--- src/rtl/minigame_dispatcher.sv ---
// Session controller for BitBakery: INICIAL/PREPARACAO/EXECUCAO/FIM flow over N_GAMES minigame cores,
// with abort, execution watchdog, saturating total score and session counter.
module minigame_dispatcher #(
  parameter int N_GAMES        = 3,
  parameter int SEL_W          = 2,
  parameter int BTN_W          = 7,
  parameter int LED_W          = 3,
  parameter int STATE_W        = 4,
  parameter int JOG_W          = 7,
  parameter int SCORE_W        = 7,
  parameter int TOTAL_W        = 10,
  parameter int TIMEOUT_CYCLES = 0
) (
  input  logic                         clock,
  input  logic                         reset,
  input  logic                         iniciar,
  input  logic                         abortar,
  input  logic                         dificuldade,
  input  logic [SEL_W-1:0]             minigame,
  input  logic [BTN_W-1:0]             botoes,
  input  logic [N_GAMES-1:0]           game_pronto,
  input  logic [N_GAMES*LED_W-1:0]     game_leds,
  input  logic [N_GAMES*STATE_W-1:0]   game_estado,
  input  logic [N_GAMES*JOG_W-1:0]     game_jogada,
  input  logic [N_GAMES*SCORE_W-1:0]   game_pontuacao,
  output logic [N_GAMES-1:0]           game_jogar,
  output logic [N_GAMES-1:0]           game_reset,
  output logic                         game_dificuldade,
  output logic [N_GAMES*BTN_W-1:0]     game_botoes,
  output logic [SEL_W-1:0]             minigame_out,
  output logic [LED_W-1:0]             leds_out,
  output logic [STATE_W-1:0]           estado_out,
  output logic [JOG_W-1:0]             jogada_out,
  output logic [SCORE_W-1:0]           pontuacao_out,
  output logic [TOTAL_W-1:0]           pontuacao_total,
  output logic [7:0]                   partidas,
  output logic                         sel_invalida,
  output logic                         timeout
);

  typedef enum logic [1:0] {
    INICIAL    = 2'b00,
    PREPARACAO = 2'b01,
    EXECUCAO   = 2'b10,
    FIM        = 2'b11
  } state_t;

  localparam int WD_W    = (TIMEOUT_CYCLES > 1) ? $clog2(TIMEOUT_CYCLES) : 1;
  localparam int WD_LAST = (TIMEOUT_CYCLES > 0) ? TIMEOUT_CYCLES - 1 : 0;
  localparam int TW1     = TOTAL_W + 1;

  state_t               state_q, state_d;
  logic [SEL_W-1:0]     sel_q, sel_d;
  logic                 dif_q, dif_d;
  logic [TOTAL_W-1:0]   total_q, total_d;
  logic [7:0]           partidas_q, partidas_d;
  logic                 sel_inv_q, sel_inv_d;
  logic                 timeout_q, timeout_d;
  logic [WD_W-1:0]      wd_q, wd_d;
  logic [N_GAMES-1:0]   jogar_q, jogar_d;
  logic [N_GAMES-1:0]   greset_q, greset_d;

  logic [N_GAMES-1:0]       sel_oh_s;
  logic                     show_s;
  logic                     exec_s;
  logic                     pronto_sel_s;
  logic [SCORE_W-1:0]       score_sel_s;
  logic [TW1-1:0]           sum_s;
  logic [LED_W-1:0]         leds_s;
  logic [STATE_W-1:0]       estado_mux_s;
  logic [JOG_W-1:0]         jogada_s;
  logic [SCORE_W-1:0]       pont_s;
  logic [N_GAMES*BTN_W-1:0] botoes_s;

  function automatic logic [N_GAMES-1:0] sel_onehot(input logic [SEL_W-1:0] s);
    logic [N_GAMES-1:0] oh;
    oh = {N_GAMES{1'b0}};
    for (int i = 0; i < N_GAMES; i++) begin
      oh[i] = (s == SEL_W'(i));
    end
    return oh;
  endfunction

  // Selected-game view: AND-OR muxes so an out-of-range selection simply reads as zero
  always_comb begin
    sel_oh_s     = sel_onehot(sel_q);
    show_s       = (state_q == EXECUCAO) || (state_q == FIM);
    exec_s       = (state_q == EXECUCAO);
    pronto_sel_s = |(game_pronto & sel_oh_s);
    score_sel_s  = {SCORE_W{1'b0}};
    leds_s       = {LED_W{1'b0}};
    estado_mux_s = {STATE_W{1'b0}};
    jogada_s     = {JOG_W{1'b0}};
    pont_s       = {SCORE_W{1'b0}};
    botoes_s     = {(N_GAMES*BTN_W){1'b0}};
    for (int i = 0; i < N_GAMES; i++) begin
      score_sel_s  = score_sel_s  | (game_pontuacao[i*SCORE_W +: SCORE_W] & {SCORE_W{sel_oh_s[i]}});
      leds_s       = leds_s       | (game_leds[i*LED_W +: LED_W] & {LED_W{sel_oh_s[i] & show_s}});
      estado_mux_s = estado_mux_s | (game_estado[i*STATE_W +: STATE_W] & {STATE_W{sel_oh_s[i]}});
      jogada_s     = jogada_s     | (game_jogada[i*JOG_W +: JOG_W] & {JOG_W{sel_oh_s[i] & show_s}});
      pont_s       = pont_s       | (game_pontuacao[i*SCORE_W +: SCORE_W] & {SCORE_W{sel_oh_s[i] & show_s}});
      botoes_s[i*BTN_W +: BTN_W] = botoes & {BTN_W{sel_oh_s[i] & exec_s}};
    end
    sum_s = {1'b0, total_q} + TW1'(score_sel_s);
  end

  // Next-state and session bookkeeping
  always_comb begin
    state_d    = state_q;
    sel_d      = sel_q;
    dif_d      = dif_q;
    total_d    = total_q;
    partidas_d = partidas_q;
    sel_inv_d  = sel_inv_q;
    timeout_d  = timeout_q;
    wd_d       = wd_q;
    jogar_d    = {N_GAMES{1'b0}};
    greset_d   = {N_GAMES{1'b0}};
    case (state_q)
      INICIAL: begin
        if (iniciar) begin
          state_d = PREPARACAO;
        end else begin
          state_d = INICIAL;
        end
      end
      PREPARACAO: begin
        if (minigame < SEL_W'(N_GAMES)) begin
          sel_d     = minigame;
          dif_d     = dificuldade;
          sel_inv_d = 1'b0;
          wd_d      = {WD_W{1'b0}};
          jogar_d   = sel_onehot(minigame);
          state_d   = EXECUCAO;
        end else begin
          sel_inv_d = 1'b1;
          state_d   = PREPARACAO;
        end
      end
      EXECUCAO: begin
        // abort beats completion, completion beats the watchdog
        if (abortar) begin
          greset_d = sel_oh_s;
          state_d  = INICIAL;
        end else if (pronto_sel_s) begin
          total_d    = sum_s[TOTAL_W] ? {TOTAL_W{1'b1}} : sum_s[TOTAL_W-1:0];
          partidas_d = (partidas_q == 8'hFF) ? 8'hFF : partidas_q + 8'd1;
          state_d    = FIM;
        end else if ((TIMEOUT_CYCLES != 0) && (wd_q == WD_W'(WD_LAST))) begin
          timeout_d = 1'b1;
          state_d   = FIM;
        end else begin
          wd_d = wd_q + WD_W'(1);
        end
      end
      FIM: begin
        if (iniciar) begin
          timeout_d = 1'b0;
          state_d   = PREPARACAO;
        end else begin
          state_d = FIM;
        end
      end
      default: begin
        state_d = INICIAL;
      end
    endcase
  end

  // State and session registers with synchronous reset
  always_ff @(posedge clock) begin
    if (reset) begin
      state_q    <= INICIAL;
      sel_q      <= {SEL_W{1'b1}};
      dif_q      <= 1'b0;
      total_q    <= {TOTAL_W{1'b0}};
      partidas_q <= 8'd0;
      sel_inv_q  <= 1'b0;
      timeout_q  <= 1'b0;
      wd_q       <= {WD_W{1'b0}};
      jogar_q    <= {N_GAMES{1'b0}};
      greset_q   <= {N_GAMES{1'b0}};
    end else begin
      state_q    <= state_d;
      sel_q      <= sel_d;
      dif_q      <= dif_d;
      total_q    <= total_d;
      partidas_q <= partidas_d;
      sel_inv_q  <= sel_inv_d;
      timeout_q  <= timeout_d;
      wd_q       <= wd_d;
      jogar_q    <= jogar_d;
      greset_q   <= greset_d;
    end
  end

  assign game_jogar       = jogar_q;
  assign game_reset       = greset_q | {N_GAMES{reset}};
  assign game_dificuldade = dif_q;
  assign game_botoes      = botoes_s;
  assign minigame_out     = sel_q;
  assign leds_out         = leds_s;
  assign estado_out       = show_s ? estado_mux_s : STATE_W'(state_q);
  assign jogada_out       = jogada_s;
  assign pontuacao_out    = pont_s;
  assign pontuacao_total  = total_q;
  assign partidas         = partidas_q;
  assign sel_invalida     = sel_inv_q;
  assign timeout          = timeout_q;

endmodule

--- config.mk ---
export PLATFORM = sky130hd
export DESIGN_NAME = minigame_dispatcher
export DESIGN_NICKNAME = d
export VERILOG_FILES = /design/src/rtl/minigame_dispatcher.sv
export SDC_FILE = /design/constraint.sdc
export NUM_CORES = 1
export LEC_CHECK = 0
export CORE_ASPECT_RATIO = 1.25
export CORE_MARGIN = 1
export CORE_UTILIZATION = 30
export CTS_CLUSTER_DIAMETER = 60
export CTS_CLUSTER_SIZE = 16
export DETAILED_ROUTE_END_ITERATION = 8
export PLACE_DENSITY = 0.68
export SYNTH_ARGS = -nofsm -noshare
export SYNTH_HDL_FRONTEND = slang
export SYNTH_SLANG_ARGS = --single-unit
--- constraint.sdc ---
create_clock -name clock -period 4.5 [get_ports clock]
set_clock_uncertainty 0.2 [all_clocks]
set_input_delay 0.9 -clock clock [delete_from_list [all_inputs] [get_ports clock]]
set_output_delay 0.9 -clock clock [all_outputs]
set_load 0.05 [all_outputs]
==> impl_metrics.json, run 1 <==
{
  "ios": 151,
  "ant_nets": 0,
  "hold_path_class": "reg -> reg",
  "r2r-end": "pontuacao_total[1]",
  "regArea_um2": 601,
  "yosysTopAreaCell": "dfxtp_1",
  "grt_pass1_wl_mm": 12.2,
  "drcViolationCount": 0,
  "multi_input_area_mm2": 0.00164,
  "grtUsageTotal_pct": 19.3,
  "synthTopCellsByArea": "dfxtp_1, and2_1, mux2i_1",
  "synth_top_family_by_area": "simple AND/OR/NAND/NOR gates",
  "crit_path_cell_trace": "nor4bb_1, buf_4, and2_1, clkdlybuf4s50_1",
  "synth-seq-cells": 30,
  "wl_per_cell_um": 14.9,
  "synth-simple-area-share_pct": 33.5,
  "insertion_delay_ns": 0.29,
  "drive_gt1_share_pct": 11.3,
  "async_flop_share_pct": 0,
  "reg2reg_slack_ns": 1.13,
  "yosys_warnings": 0,
  "pwr-share-seq_pct": 37.8,
  "worst-path-buf-inv": 2,
  "p_clk_share_pct": 32.2,
  "num-fill-cells": 732,
  "grt_pass1_vias": 2454,
  "finalSetupViolations": 0,
  "root_buffer": "clkbuf_8",
  "rows": 35,
  "die_width_um": 81.1,
  "io_buffers": 149,
  "synth_edf_count": 0,
  "setup_tns_ns": 0,
  "crit_arrival_ns": 2.64,
  "hold_buffers": 0,
  "synth_cell_types": 52,
  "worstPathMaxFanout": 9,
  "worst_pin_slew_ns": 0.798,
  "finalCritPeriodShare_pct": 83.0,
  "start_util_pct": 31.3,
  "finalMaxSlewViolations": 0,
  "synth_adder_area_share_pct": 5.13,
  "cts.htree.levels": 2,
  "design_power_total_mw": 0.727,
  "overflow": 0,
  "cts.clk_slew.worst_paths_ns": 0.07,
  "synth_compound_area_share_pct": 19.5,
  "max-cap-violations": 0,
  "areaGrowthSynthToFinish_pct": 69.6,
  "grt_max_degree": 30,
  "yosysSeqAreaShare_pct": 25.6,
  "relSlewSlack_pct": 46.1,
  "wirelength_mm": 8.10,
  "reg2reg_depth": 11,
  "critPathLaunchType": "register",
  "post-cts-setup-buffers": 0,
  "die_h_um": 101,
  "synth_xor_area_share_pct": 1.12,
  "cts_resized": 0,
  "switching_power_mw": 0.222,
  "hold_viol_final": 0,
  "crit_path_end_kind": "primary output",
  "grt_setup_unrepaired": "false",
  "dpl.hpwl_mm": 6.34,
  "path_depth": 4,
  "fin_nets": 539,
  "hold_depth": 2,
  "numCtsBuffers": 5,
  "antenna_found_initial": 0,
  "cts_tree": "yes",
  "critical_path_required_ns": 3.40,
  "synth_fp_nets": 394,
  "num_antenna_cells": 0,
  "layout_common_cells": "clkdlybuf4s50_1, and2_1, nand2_1",
  "criticalPathCategory": "reg -> out",
  "critPathCapture": "game_botoes[14]",
  "internal_power_mw": 0.505,
  "crit_family": "buffers and inverters",
  "syn_avg_cell_area_um2": 7.68,
  "switching_share_pct": 30.6,
  "clock_path_buffers": 2,
  "final_common_cell": "clkdlybuf4s50_1",
  "core_area_mm2": 0.00749,
  "cpPeakStageDelay_ns": 0.82,
  "dr.first_iter.drc_count": 110,
  "fmax_mhz": 268,
  "reg2reg_from": "minigame_out[0]",
  "vias_per_cell": 4.97,
  "leakagePower_nw": 1.69,
  "yosysTopAreaCellShare_pct": 25.6,
  "status": "complete, no violations",
  "numClockSinks": 30,
  "syn_inst": 305,
  "gp_congestion": 0.865,
  "dr.pass1.iters": 4,
  "fin_crit_ns": 3.74,
  "ys.flop_type": "dfxtp_1",
  "netlist_area_mm2": 0.00234,
  "power_frac_comb_pct": 30.1,
  "peakVddDrop_mv": 0.105,
  "cp_slowest_cell": "clkdlybuf4s50_1",
  "crit_start": "state_q[0]",
  "synth_mux_area_share_pct": 10.4,
  "power.density_mw_per_mm2": 183,
  "routed-via-count": 2698,
  "die_area_mm2": 0.00817
}
-- per-layer routing --
metal	track usage, %	wire length [um]	share of wire (%)	vias up
met5	0	0	0	-
met4	6.18	98	1.2	0
met3	3.80	502	6.2	9
met2	33.8	4230	52	81
met1	23.3	3270	40	1238
li1	-	-	-	1370
-- Yosys cell counts, types with 2 or more instances --
master    number
and2_1        41
nand2_1       34
dfxtp_1       30
nor2_1        27
o21ai_0       26
mux2i_1       23
a21oi_1       12
clkbuf_1      11
ha_1           8
nor3_1         8
nand3_1        6
inv_1          5
or2_2          5
a211oi_1       4
a311oi_1       4
buf_2          4
a31oi_1        3
nor2b_1        3
nor4_1         3
nor4b_1        3
o21bai_1       3
o22ai_1        3
xor2_1         3
a21o_1         2
a221oi_1       2
and3_1         2
and3b_1        2
buf_4          2
o21a_1         2
or3_1          2
-- flip-flops by register name (all words and copies together), names as in the netlist --
signal            count
game_dificuldade      1
pontuacao_total      10
sel_invalida          1
partidas              8
state_q               2
minigame_out          2
game_jogar            3
greset_q              3
-- worst register-to-register path: stages, from the launching register on --
cell	delay, ns
dfxtp_1	0.33
buf_4	0.39
mux2i_1	0.17
o21ai_0	0.31
ha_1	0.24
inv_1	0.05
fa_1	0.39
nor2b_1	0.22
o31a_1	0.23
o22ai_1	0.14
or2_2	0.34
a311oi_1	0.27
-- worst min-delay path by stage --
| stage | slack [ns] | startpoint | to |
|---|---|---|---|
| 4_1_cts | 0.27 | game_dificuldade | game_dificuldade |
| 2_1_floorplan | 0.32 | state_q[0] | game_dificuldade |
| 3_5_place_dp | 0.26 | game_dificuldade | game_dificuldade |
| 5_1_grt | 0.29 | game_dificuldade | game_dificuldade |
| 6_report | 0.26 | game_dificuldade | game_dificuldade |
| 3_3_place_gp | 0.25 | game_dificuldade | game_dificuldade |
-- power groups by stage --
stage          clock (mW)  combinational [mW]  sequential, mW
2_1_floorplan           0              0.0991           0.292
3_3_place_gp            0               0.217           0.281
3_5_place_dp            0               0.220           0.281
4_1_cts             0.244               0.220           0.275
5_1_grt             0.252               0.236           0.275
6_report            0.234               0.219           0.275
-- kinds of logic (layout without fill, tap and decap cells) --
logic type	count (synthesis)	count (layout)
compound gates	70	70
xor+xnor	3	3
fa+ha+maj	9	9
buf+inv	23	169
flops	30	30
mux	24	24
other cells	1	1
simple gates	145	145
-- through the flow --
step                      hold WS, ns  util [%]  setup WS, ns  cell area [um2]  cells
after floorplan                 0.316         -          1.11             2340    305
final                           0.264      53.1         0.764             3980    543
after global placement          0.253      51.8         0.653             3880    535
after global routing            0.292      53.1         0.595             3980    543
after detailed placement        0.263      51.8         0.587             3880    535
after CTS                       0.272      53.1         0.687             3980    543
-- final cells by class --
cell class	instances	area share, %
clock buffer	6	2.08
clock inverter	2	0.315
inverter	5	0.472
multi-input combinational	252	41.2
sequential	30	15.1
tap	92	2.90
timing repair buffer	156	38.0
Power figures use the tool's default switching activity.
==> run 2, diff against run 1 <==
==> constraint.sdc (replaced) <==
create_clock -name clock -period 3.75 [get_ports clock]
set_clock_uncertainty 0.2 [all_clocks]
set_input_delay 0.75 -clock clock [delete_from_list [all_inputs] [get_ports clock]]
set_output_delay 0.75 -clock clock [all_outputs]
set_load 0.05 [all_outputs]
==> run 2 against run 1 <==
Sequential share of layout area is 1.4 points lower. Total power is 42% higher. Combinational power is 30% higher. Largest power group is now the clock network.
==> impl_metrics.json, run 2 (same netlist as run 1, synthesis figures left out) <==
{
  "reg2reg_slack_ns": 0.53,
  "hold_path_class": "reg -> reg",
  "num_antenna_cells": 0,
  "dr.pass1.iters": 4,
  "ant_nets": 0,
  "vias_per_cell": 5.03,
  "clock_path_buffers": 2,
  "layout_common_cells": "clkdlybuf4s50_1, and2_1, nand2_1",
  "cts_resized": 0,
  "holdPathEnd": "game_dificuldade",
  "post-cts-setup-buffers": 0,
  "finalCritPeriodShare_pct": 92.9,
  "insertion_delay_ns": 0.29,
  "numCtsBuffers": 5,
  "cts.clk_slew.worst_paths_ns": 0.07,
  "fin_nets": 544,
  "wirelength_mm": 8.42,
  "cpPeakStageDelay_ns": 0.47,
  "reg2reg_depth": 11,
  "antenna_found_initial": 0,
  "cp_slowest_cell": "clkdlybuf4s50_1",
  "peakVddDrop_mv": 0.180,
  "grt_pass1_vias": 2645,
  "start_util_pct": 31.3,
  "reg2reg_from": "minigame_out[1]",
  "critPathLaunchType": "primary input",
  "r2r-end": "pontuacao_total[1]",
  "grt_setup_unrepaired": "false",
  "grtUsageTotal_pct": 20.3,
  "status": "complete, no violations",
  "min-delay-start": "game_dificuldade",
  "grt_max_degree": 30,
  "wl_per_cell_um": 15.4,
  "io_buffers": 149,
  "fin_crit_ns": 3.48,
  "crit_arrival_ns": 3.48,
  "grt_pass1_wl_mm": 12.8,
  "ios": 151,
  "numClockSinks": 30,
  "root_buffer": "clkbuf_8",
  "dr.first_iter.drc_count": 86,
  "finalSetupViolations": 0,
  "finalMaxSlewViolations": 0,
  "overflow": 0,
  "criticalPathCategory": "in -> reg",
  "crit_path_end_kind": "register",
  "worst_pin_slew_ns": 0.543,
  "rows": 35,
  "hold_depth": 2,
  "max-cap-violations": 0,
  "relSlewSlack_pct": 63.7,
  "crit_path_cell_trace": "clkdlybuf4s50_1, mux2i_1, o21ai_0, ha_1, inv_1, fa_1, nor2b_1, o31a_1, o22ai_1, or2_2, a311oi_1",
  "areaGrowthSynthToFinish_pct": 87.2,
  "critical_path_required_ns": 3.75,
  "die_width_um": 81.1,
  "setup_tns_ns": 0,
  "cts_tree": "yes",
  "die_h_um": 101,
  "hold_buffers": 0,
  "final_common_cell": "clkdlybuf4s50_1",
  "drive_gt1_share_pct": 15.4,
  "die_area_mm2": 0.00817,
  "power.density_mw_per_mm2": 235,
  "cts.htree.levels": 2,
  "leakagePower_nw": 1.86,
  "core_area_mm2": 0.00749,
  "drcViolationCount": 0,
  "holdWs_ns": 0.266,
  "gp_congestion": 0.830,
  "dpl.hpwl_mm": 6.65,
  "hold_viol_final": 0,
  "largest_reg_flops": 10,
  "routed-via-count": 2755,
  "worstPathMaxFanout": 4,
  "fmax_mhz": 287
}
[run 2: cell count changes in the layout (fill, tap and decap cells not counted)]
cell,delta
buf_12,+29
clkdlybuf4s50_1,-14
buf_4,-10
bufinv_16,+2
clkinv_2,-1
clkinvlp_4,-1
[run 2: final cells by class]
cell class	instances	area [um2]
sequential	30	601
fill	664	3100
clock buffer	6	82.6
tap	92	115
inverter	5	18.8
multi-input combinational	252	1640
timing repair buffer	161	1870
clock inverter	2	60.1
[run 2: stage by stage]
stage / std cells / utilization (%) / power, mW / worst slack, ns / cell area [um2]
3_3_place_gp: 540 / 56.7 / 0.621 / 0.0907 / 4250
4_1_cts: 548 / 58.6 / 1.04 / 0.284 / 4390
6_report: 548 / 58.6 / 1.03 / 0.266 / 4390
5_1_grt: 548 / 58.6 / 1.07 / 0.0966 / 4390
2_1_floorplan: 305 / - / 0.470 / 0.355 / 2340
3_5_place_dp: 540 / 56.7 / 0.623 / 0.0128 / 4250
[run 2: worst max path at each step]
| stage | start | end | slack, ns | cells past startpoint |
|---|---|---|---|---|
| 6_report | game_pontuacao[0] | pontuacao_total[1] | 0.27 | 11 |
| 5_1_grt | game_pontuacao[0] | pontuacao_total[1] | 0.1 | 11 |
| 4_1_cts | game_pontuacao[0] | pontuacao_total[1] | 0.28 | 11 |
| 3_5_place_dp | game_pontuacao[0] | pontuacao_total[2] | 0.01 | 11 |
| 3_3_place_gp | game_pontuacao[0] | pontuacao_total[1] | 0.09 | 11 |
| 2_1_floorplan | minigame_out[1] | pontuacao_total[1] | 0.36 | 12 |
[run 2: worst max-delay path, delay by kind of cell]
kind	cells	cell delay, ns
and+or+nand+nor	2	0.53
muxes	1	0.07
adders and majority gates	2	0.64
AOI/OAI and AO/OA	4	0.99
buffers and inverters	2	0.52
[run 2: metal layers]
layer / vias to the layer above / wire, um / GRT usage [%]
met2: 96 / 4510 / 37.2
met3: 14 / 555 / 4.25
li1: 1370 / - / -
met1: 1275 / 3170 / 22.6
met5: - / 0 / 0
met4: 0 / 184 / 7.42
[run 2: power breakdown]
| part | leakage [nW] | switching [mW] | internal, mW | total, mW |
|---|---|---|---|---|
| Sequential | 0.243 | 0.00669 | 0.325 | 0.331 |
| Combinational | 1.54 | 0.132 | 0.151 | 0.284 |
| Clock | 0.0714 | 0.134 | 0.284 | 0.418 |
| Total | 1.86 | 0.273 | 0.760 | 1.03 |
